File: src/rtl/uart_pkg.sv
// Shared constants for the UART baud generator: parameter defaults, the board
// clock, and the divisor loaded at reset (115200 baud at 50 MHz, 16x oversampling).
package uart_pkg;

  localparam int OVERSAMPLE_DEF  = 16;
  localparam int DIV_W_DEF       = 16;
  localparam int FRAC_W_DEF      = 8;
  localparam int CLOCK_FREQUENCY = 50_000_000;

  // 50e6 / (115200 * 16) = 27.126 -> 27 + 32/256
  localparam int RESET_DIV_INT   = 27;
  localparam int RESET_DIV_FRAC  = 32;

  // Divisors below this cannot produce a one-cycle pulse followed by a gap.
  localparam int MIN_DIV_INT     = 2;

endpackage

File: src/rtl/uart_baud_gen_if.sv
// Control/strobe bundle between a UART core (master) and the baud generator (slave).
interface uart_baud_gen_if #(
  parameter int DIV_W  = 16,
  parameter int FRAC_W = 8
) ();

  // All strobes are single-cycle and sampled on the rising clock edge; there is
  // no back-pressure: div_load and rx_sync are always accepted, and the three
  // *_en outputs are one-cycle pulses the consumer must act on in that cycle.
  logic              active;
  logic [DIV_W-1:0]  div_int;
  logic [FRAC_W-1:0] div_frac;
  logic              div_load;
  logic              rx_sync;
  logic              rx_clk_en;
  logic              tx_clk_en;
  logic              rx_mid_en;
  logic              cfg_err;

  modport master (
    output active, div_int, div_frac, div_load, rx_sync,
    input  rx_clk_en, tx_clk_en, rx_mid_en, cfg_err
  );

  modport slave (
    input  active, div_int, div_frac, div_load, rx_sync,
    output rx_clk_en, tx_clk_en, rx_mid_en, cfg_err
  );

endinterface

File: src/rtl/uart_frac_div.sv
// Fractional clock divider: emits the oversampling tick every div_int or
// div_int+1 cycles, steered by a first-order fractional accumulator.
module uart_frac_div
  import uart_pkg::*;
#(
  parameter int DIV_W  = DIV_W_DEF,
  parameter int FRAC_W = FRAC_W_DEF
) (
  input  logic              clk,
  input  logic              arst_n,
  input  logic              active_i,
  input  logic              div_load_i,
  input  logic [DIV_W-1:0]  div_int_i,
  input  logic [FRAC_W-1:0] div_frac_i,
  output logic              tick_d_o,
  output logic              tick_o,
  output logic              run_o,
  output logic              cfg_err_o
);

  logic [DIV_W:0]    cnt_q, cnt_d;
  logic [FRAC_W-1:0] acc_q, acc_d;
  logic              carry_q, carry_d;
  logic              tick_q;
  logic              pend_q, pend_d;
  logic [DIV_W-1:0]  pend_int_q, pend_int_d;
  logic [FRAC_W-1:0] pend_frac_q, pend_frac_d;
  logic [DIV_W-1:0]  shd_int_q, shd_int_d;
  logic [FRAC_W-1:0] shd_frac_q, shd_frac_d;

  logic              legal;
  logic              run;
  logic              tick_d;
  logic [DIV_W:0]    period;
  logic [FRAC_W:0]   acc_sum;

  always_comb begin
    legal   = (shd_int_q >= DIV_W'(MIN_DIV_INT));
    run     = active_i & legal;
    period  = {1'b0, shd_int_q} + {{DIV_W{1'b0}}, carry_q};
    tick_d  = run & (cnt_q == (period - (DIV_W+1)'(1)));
    acc_sum = {1'b0, acc_q} + {1'b0, shd_frac_q};

    cnt_d       = cnt_q;
    acc_d       = acc_q;
    carry_d     = carry_q;
    pend_d      = pend_q;
    pend_int_d  = pend_int_q;
    pend_frac_d = pend_frac_q;
    shd_int_d   = shd_int_q;
    shd_frac_d  = shd_frac_q;

    if (run) begin
      if (tick_d) begin
        // The fraction in force for the ending period feeds the carry; a pending
        // divisor takes over from the next period onward.
        cnt_d   = '0;
        acc_d   = acc_sum[FRAC_W-1:0];
        carry_d = acc_sum[FRAC_W];
        if (pend_q) begin
          shd_int_d  = pend_int_q;
          shd_frac_d = pend_frac_q;
          pend_d     = 1'b0;
        end
      end else begin
        cnt_d = cnt_q + (DIV_W+1)'(1);
      end
      if (div_load_i) begin
        pend_d      = 1'b1;
        pend_int_d  = div_int_i;
        pend_frac_d = div_frac_i;
      end
    end else begin
      // Idle or illegal divisor: hold cleared and let loads land directly so a
      // bad divisor can always be replaced.
      cnt_d   = '0;
      acc_d   = '0;
      carry_d = 1'b0;
      pend_d  = 1'b0;
      if (div_load_i) begin
        shd_int_d  = div_int_i;
        shd_frac_d = div_frac_i;
      end else if (pend_q) begin
        shd_int_d  = pend_int_q;
        shd_frac_d = pend_frac_q;
      end
    end
  end

  always_ff @(posedge clk or negedge arst_n) begin
    if (!arst_n) begin
      cnt_q       <= '0;
      acc_q       <= '0;
      carry_q     <= 1'b0;
      tick_q      <= 1'b0;
      pend_q      <= 1'b0;
      pend_int_q  <= '0;
      pend_frac_q <= '0;
      shd_int_q   <= DIV_W'(RESET_DIV_INT);
      shd_frac_q  <= FRAC_W'(RESET_DIV_FRAC);
    end else begin
      cnt_q       <= cnt_d;
      acc_q       <= acc_d;
      carry_q     <= carry_d;
      tick_q      <= tick_d;
      pend_q      <= pend_d;
      pend_int_q  <= pend_int_d;
      pend_frac_q <= pend_frac_d;
      shd_int_q   <= shd_int_d;
      shd_frac_q  <= shd_frac_d;
    end
  end

  assign tick_d_o  = tick_d;
  assign tick_o    = tick_q;
  assign run_o     = run;
  assign cfg_err_o = ~legal;

endmodule

File: src/rtl/uart_baud_gen.sv
// UART baud generator: fractional rx oversampling tick plus tx (1x) and
// mid-bit strobes derived from free-running and resynchronisable phase counters.
module uart_baud_gen
  import uart_pkg::*;
#(
  parameter int OVERSAMPLE = OVERSAMPLE_DEF,
  parameter int DIV_W      = DIV_W_DEF,
  parameter int FRAC_W     = FRAC_W_DEF
) (
  input  logic            clk,
  input  logic            arst_n,
  uart_baud_gen_if.slave  bus
);

  localparam int               PH_W       = $clog2(OVERSAMPLE);
  localparam logic [PH_W-1:0]  PH_LAST    = PH_W'(OVERSAMPLE - 1);
  localparam logic [PH_W-1:0]  PH_PRE_MID = PH_W'(OVERSAMPLE / 2 - 1);

  logic            tick_d;
  logic            tick_q;
  logic            run;
  logic            cfg_err;

  logic [PH_W-1:0] tx_ph_q, tx_ph_d;
  logic [PH_W-1:0] rx_ph_q, rx_ph_d;
  logic            tx_en_q, tx_en_d;
  logic            mid_q, mid_d;

  uart_frac_div #(
    .DIV_W  (DIV_W),
    .FRAC_W (FRAC_W)
  ) u_frac_div (
    .clk        (clk),
    .arst_n     (arst_n),
    .active_i   (bus.active),
    .div_load_i (bus.div_load),
    .div_int_i  (bus.div_int),
    .div_frac_i (bus.div_frac),
    .tick_d_o   (tick_d),
    .tick_o     (tick_q),
    .run_o      (run),
    .cfg_err_o  (cfg_err)
  );

  // rx_sync is sampled on the same edge that raises rx_clk_en; when both land
  // together the sync wins and that tick does not count toward mid-bit.
  always_comb begin
    tx_ph_d = tx_ph_q;
    rx_ph_d = rx_ph_q;
    tx_en_d = 1'b0;
    mid_d   = 1'b0;
    if (!run) begin
      tx_ph_d = '0;
      rx_ph_d = '0;
    end else begin
      if (tick_d) begin
        tx_en_d = (tx_ph_q == PH_LAST);
        tx_ph_d = (tx_ph_q == PH_LAST) ? '0 : tx_ph_q + PH_W'(1);
      end
      if (bus.rx_sync) begin
        rx_ph_d = '0;
      end else if (tick_d) begin
        mid_d   = (rx_ph_q == PH_PRE_MID);
        rx_ph_d = (rx_ph_q == PH_LAST) ? '0 : rx_ph_q + PH_W'(1);
      end
    end
  end

  always_ff @(posedge clk or negedge arst_n) begin
    if (!arst_n) begin
      tx_ph_q <= '0;
      rx_ph_q <= '0;
      tx_en_q <= 1'b0;
      mid_q   <= 1'b0;
    end else begin
      tx_ph_q <= tx_ph_d;
      rx_ph_q <= rx_ph_d;
      tx_en_q <= tx_en_d;
      mid_q   <= mid_d;
    end
  end

  assign bus.rx_clk_en = tick_q;
  assign bus.tx_clk_en = tx_en_q;
  assign bus.rx_mid_en = mid_q;
  assign bus.cfg_err   = cfg_err;

endmodule

File: src/flat_wrapper.sv
// flat-port wrapper written by rule: the top's interface ports become plain ports
module uart_baud_gen_flat import uart_pkg::*;
#(
  parameter int OVERSAMPLE = OVERSAMPLE_DEF,
  parameter int DIV_W      = DIV_W_DEF,
  parameter int FRAC_W     = FRAC_W_DEF
)
  (clk, arst_n, bus_active, bus_div_int, bus_div_frac, bus_div_load, bus_rx_sync, bus_rx_clk_en, bus_tx_clk_en, bus_rx_mid_en, bus_cfg_err);
  uart_baud_gen_if #(.DIV_W(DIV_W), .FRAC_W(FRAC_W)) bus_i ();
  input  logic clk;
  input  logic arst_n;
  input wire logic [$bits(bus_i.active)-1:0] bus_active;
  input wire logic [$bits(bus_i.div_int)-1:0] bus_div_int;
  input wire logic [$bits(bus_i.div_frac)-1:0] bus_div_frac;
  input wire logic [$bits(bus_i.div_load)-1:0] bus_div_load;
  input wire logic [$bits(bus_i.rx_sync)-1:0] bus_rx_sync;
  output wire logic [$bits(bus_i.rx_clk_en)-1:0] bus_rx_clk_en;
  output wire logic [$bits(bus_i.tx_clk_en)-1:0] bus_tx_clk_en;
  output wire logic [$bits(bus_i.rx_mid_en)-1:0] bus_rx_mid_en;
  output wire logic [$bits(bus_i.cfg_err)-1:0] bus_cfg_err;
  assign bus_i.active = bus_active;
  assign bus_i.div_int = bus_div_int;
  assign bus_i.div_frac = bus_div_frac;
  assign bus_i.div_load = bus_div_load;
  assign bus_i.rx_sync = bus_rx_sync;
  assign bus_rx_clk_en = bus_i.rx_clk_en;
  assign bus_tx_clk_en = bus_i.tx_clk_en;
  assign bus_rx_mid_en = bus_i.rx_mid_en;
  assign bus_cfg_err = bus_i.cfg_err;
  uart_baud_gen #(.OVERSAMPLE(OVERSAMPLE), .DIV_W(DIV_W), .FRAC_W(FRAC_W)) u_core (.clk(clk), .arst_n(arst_n), .bus(bus_i));
endmodule
File: config.mk
export PLATFORM = sky130hd
export DESIGN_NAME = uart_baud_gen_flat
export DESIGN_NICKNAME = d
export VERILOG_FILES = /design/src/rtl/uart_pkg.sv /design/src/rtl/uart_baud_gen_if.sv /design/src/rtl/uart_frac_div.sv /design/src/rtl/uart_baud_gen.sv /design/src/flat_wrapper.sv
export SDC_FILE = /design/constraint.sdc
export NUM_CORES = 1
export LEC_CHECK = 0
export BUFFER_PORTS_ARGS = -buffer_cell sky130_fd_sc_hd__buf_2
export CORE_MARGIN = 8
export CORE_UTILIZATION = 39
export CTS_CLUSTER_DIAMETER = 80
export CTS_CLUSTER_SIZE = 20
export DETAILED_ROUTE_END_ITERATION = 10
export PLACE_DENSITY = 0.59
export SYNTH_ARGS = -nofsm -noshare
export SYNTH_HDL_FRONTEND = slang
export SYNTH_SLANG_ARGS = --single-unit
File: constraint.sdc
create_clock -name clk -period 2.9 [get_ports clk]
set_input_delay 0.145 -clock clk [delete_from_list [all_inputs] [get_ports clk]]
set_output_delay 0.145 -clock clk [all_outputs]
set_load 0.02 [all_outputs]
==> run metrics <==
global-route wire length before repair 18.7 mm; Worst IR Drop VDD 0.000352 V; Final Critical Period 2970 ps; status finished with violations; final non-filler cell total 679; Setup crit start kind flop; aggregate global routing overflow 0; fin nets 570; Final WS setup -65.3 ps; Inst Count DP 658; Pins Over Slew Limit 0; n_diodes 0; worst setup path startpoint u_core.u_frac_div.shd_int_q[12]; total track usage 14.4%; synthesized flop and latch total 86; max-cap violations 0; Via Count 3798; Yosys warnings 0; DRC errors left 0; Die X 126 um; Port Buffers 32; final core utilization 49.4%; critical path endpoint category flop; main combinational cell family by area after synthesis simple AND/OR/NAND/NOR gates; worst skew pair latency 340 ps; post-route antenna net violation count 0; Compound-Gate Fraction of Synth Area 15.8%; initial antenna violation count 0; drt wl/cell 17.0 um; Crit Path Max Fanout 4; Reg clk slew, reported paths 70 ps; CTS tree yes; Reg2Reg Setup Slack -70 ps; Chip Height 126 um; Final GP Congestion 0.846; Final setup violation count 46; register area share after synthesis 46.0%; Rows 40; Post-synth EDFFs 0; H-tree levels 3; initial core utilization 39.6%; f_max 0.337 GHz; 1st-iter DRT viols 216; Syn Std Cell Area 0.00470 mm2; FFs w/ async S/R, synth 100%; layout cell share with drive strength beyond 1 29.1%; Arrival @ worst endpoint 3230 ps; vias in the first global route 3712; Fin. Hold Viols 0; Rel. slew slack 27.5%; Yosys cell types 54; Synth Area in XOR/XNOR 8.34%; syn nets 513; core area 0.0119 mm2; Syn Area/Cell 9.99 um2; RSZ-0062 raised after global routing true; crit share post-route 102%; DR pass1 iterations 4; Hold Crit Class in2async; clock root buffer clkbuf_16; Vias/cell 5.59; total CTS buffers 9; Leak Pwr 0.00244 uW; CTS sink count 86; Post-DP HPWL 8.05 mm; actual slew at the worst max-slew pin 1090 ps; failing checks setup timing; CTS max path bufs 2; largest net degree at the start of global routing 87; Req. time, crit path 3170 ps; post-synthesis mux area share 6.18%; boundary pin count 33; hold slack 2.22 ps; synthesized instance count 470; Die ar. 0.0158 mm2; pwr/cell area 585 mW/mm2; dpl ws -137 ps; Layout Skew 5.34 ps; ys flop type dfrtp_1; CP Class reg2reg; Simple-Gate Fraction of Synth Area 16.2%; Register-to-Register Path Depth 7; reg-to-reg critical path startpoint u_core.u_frac_div.shd_int_q[12]; final WL 11.5 mm; fraction of the mapped netlist area in adder cells 3.89%; area delta synth->final 24.8%
==> worst max-delay path, stage by stage (launching register included) <==
cell and delay, ps:
dfrtp_1 380, or4_4 560, or3_1 350, a211o_1 350, a2111oi_4 420, nand4_2 220
or4_1 480, a21oi_2 150
==> cell usage in the layout (no fill, tap or decap), drive strengths merged, types with 13 or more instances in the layout <==
cell   instances
a21oi         24
a22oi         24
buf           71
dfrtp         81
ha            13
inv           16
mux2          24
nand3         20
nor2          61
nor3          13
o21ai         18
o22ai         23
xnor2         31
==> final cells by class <==
class / instances / area, um2
flip-flops and latches: 86 / 2160
clock buffers: 9 / 225
well taps: 147 / 184
repair buffers: 72 / 567
multi-input cells: 344 / 2550
fillers: 1052 / 6000
inverters: 14 / 52.6
clock inverters: 7 / 120
==> per-stage QoR <==
stage / power, uW / setup TNS [ps] / cell area [um2]
floorplan: 1830 / 0 / 4710
global placement: 2040 / -5.16 / 5280
detailed placement: 2060 / -2270 / 5280
CTS: 3410 / 0 / 5650
global route: 3580 / -7150 / 5860
finish: 3430 / -1470 / 5860
==> per-layer routing <==
metal | routed length [um] | vias up | GRT usage, %
met5 | 0 | - | 0
met4 | 170 | 0 | 5.66
met3 | 434 | 13 | 2.78
met2 | 5320 | 83 | 22.0
met1 | 5590 | 1875 | 19.8
li1 | - | 1827 | -
==> cells by family after synthesis <==
family | Yosys count
multiplexers | 26
AO/OA/AOI/OAI | 111
buffers and inverters | 40
AND/OR/NAND/NOR | 150
XOR/XNOR | 43
adder cells (fa/ha/maj) | 14
flip-flops | 86
==> power breakdown <==
group / internal, uW / switching (uW) / total [uW]
logic: 313 / 338 / 651
clock network: 846 / 490 / 1340
registers: 1330 / 106 / 1440
total: 2490 / 934 / 3430
==> Yosys cell counts (2+ instances only) <==
| master | n | area, um2 |
|---|---|---|
| buf_4 | 2 | 15.0 |
| o21ai_1 | 2 | 10.0 |
| a31oi_1 | 3 | 18.8 |
| ha_1 | 13 | 163 |
| and3_1 | 6 | 37.5 |
| nand2_1 | 12 | 45.0 |
| o31a_1 | 2 | 17.5 |
| a22oi_1 | 24 | 180 |
| o21bai_1 | 2 | 15.0 |
| a21oi_1 | 24 | 120 |
| buf_2 | 10 | 50.1 |
| o41ai_1 | 2 | 17.5 |
| dfstp_2 | 5 | 131 |
| nor4_1 | 3 | 18.8 |
| nand4_1 | 9 | 56.3 |
| clkbuf_1 | 14 | 52.6 |
| o22ai_1 | 23 | 144 |
| o21ai_0 | 16 | 80.1 |
| dfrtp_1 | 81 | 2030 |
| nor2b_1 | 3 | 18.8 |
| and2_1 | 2 | 12.5 |
| or4_1 | 4 | 30.0 |
| mux2_2 | 24 | 270 |
| and4_1 | 3 | 26.3 |
| nand3_1 | 20 | 100 |
| mux2i_1 | 2 | 20.0 |
| xor2_1 | 11 | 96.3 |
| nor3b_1 | 3 | 22.5 |
| nor2_1 | 61 | 229 |
| a211oi_1 | 3 | 22.5 |
| a31o_2 | 3 | 26.3 |
| inv_1 | 14 | 52.6 |
| nor3_1 | 13 | 65.1 |
| xnor2_1 | 31 | 272 |
==> repair_timing <==
| action | in CTS | in global routing |
|---|---|---|
| hold buffers | 0 | 0 |
| cloned | 0 | 1 |
| buffers inserted | 1 | 3 |
| pin swaps | 4 | 18 |
| endpoints found under the setup margin | 58 | 61 |
| resized for setup | 4 | 43 |
==> registers in the layout, indices dropped and copies added (netlist names) <==
signal	count
u_core.u_frac_div.shd_frac_q	8
u_core.u_frac_div.shd_int_q	16
u_core.rx_ph_q	4
u_core.tx_ph_q	4
u_core.u_frac_div.pend_int_q	16
u_core.bus.rx_mid_en	1
u_core.u_frac_div.tick_o	1
u_core.u_frac_div.carry_q	1
u_core.bus.tx_clk_en	1
u_core.u_frac_div.pend_q	1
u_core.u_frac_div.pend_frac_q	8
u_core.u_frac_div.acc_q	8
u_core.u_frac_div.cnt_q	17
==> worst paths after layout <==
| path | endpoint |
|---|---|
| worst min register to register | u_core.bus.rx_mid_en |
| worst max-delay path | u_core.rx_ph_q[2] |
| min in group clk | u_core.u_frac_div.pend_int_q[3] |
| worst min-delay path | u_core.u_frac_div.pend_int_q[8] |
| worst max register to register | u_core.rx_ph_q[2] |
| max in group asynchronous | u_core.rx_ph_q[3] |
(Power assumes the default switching activity.)
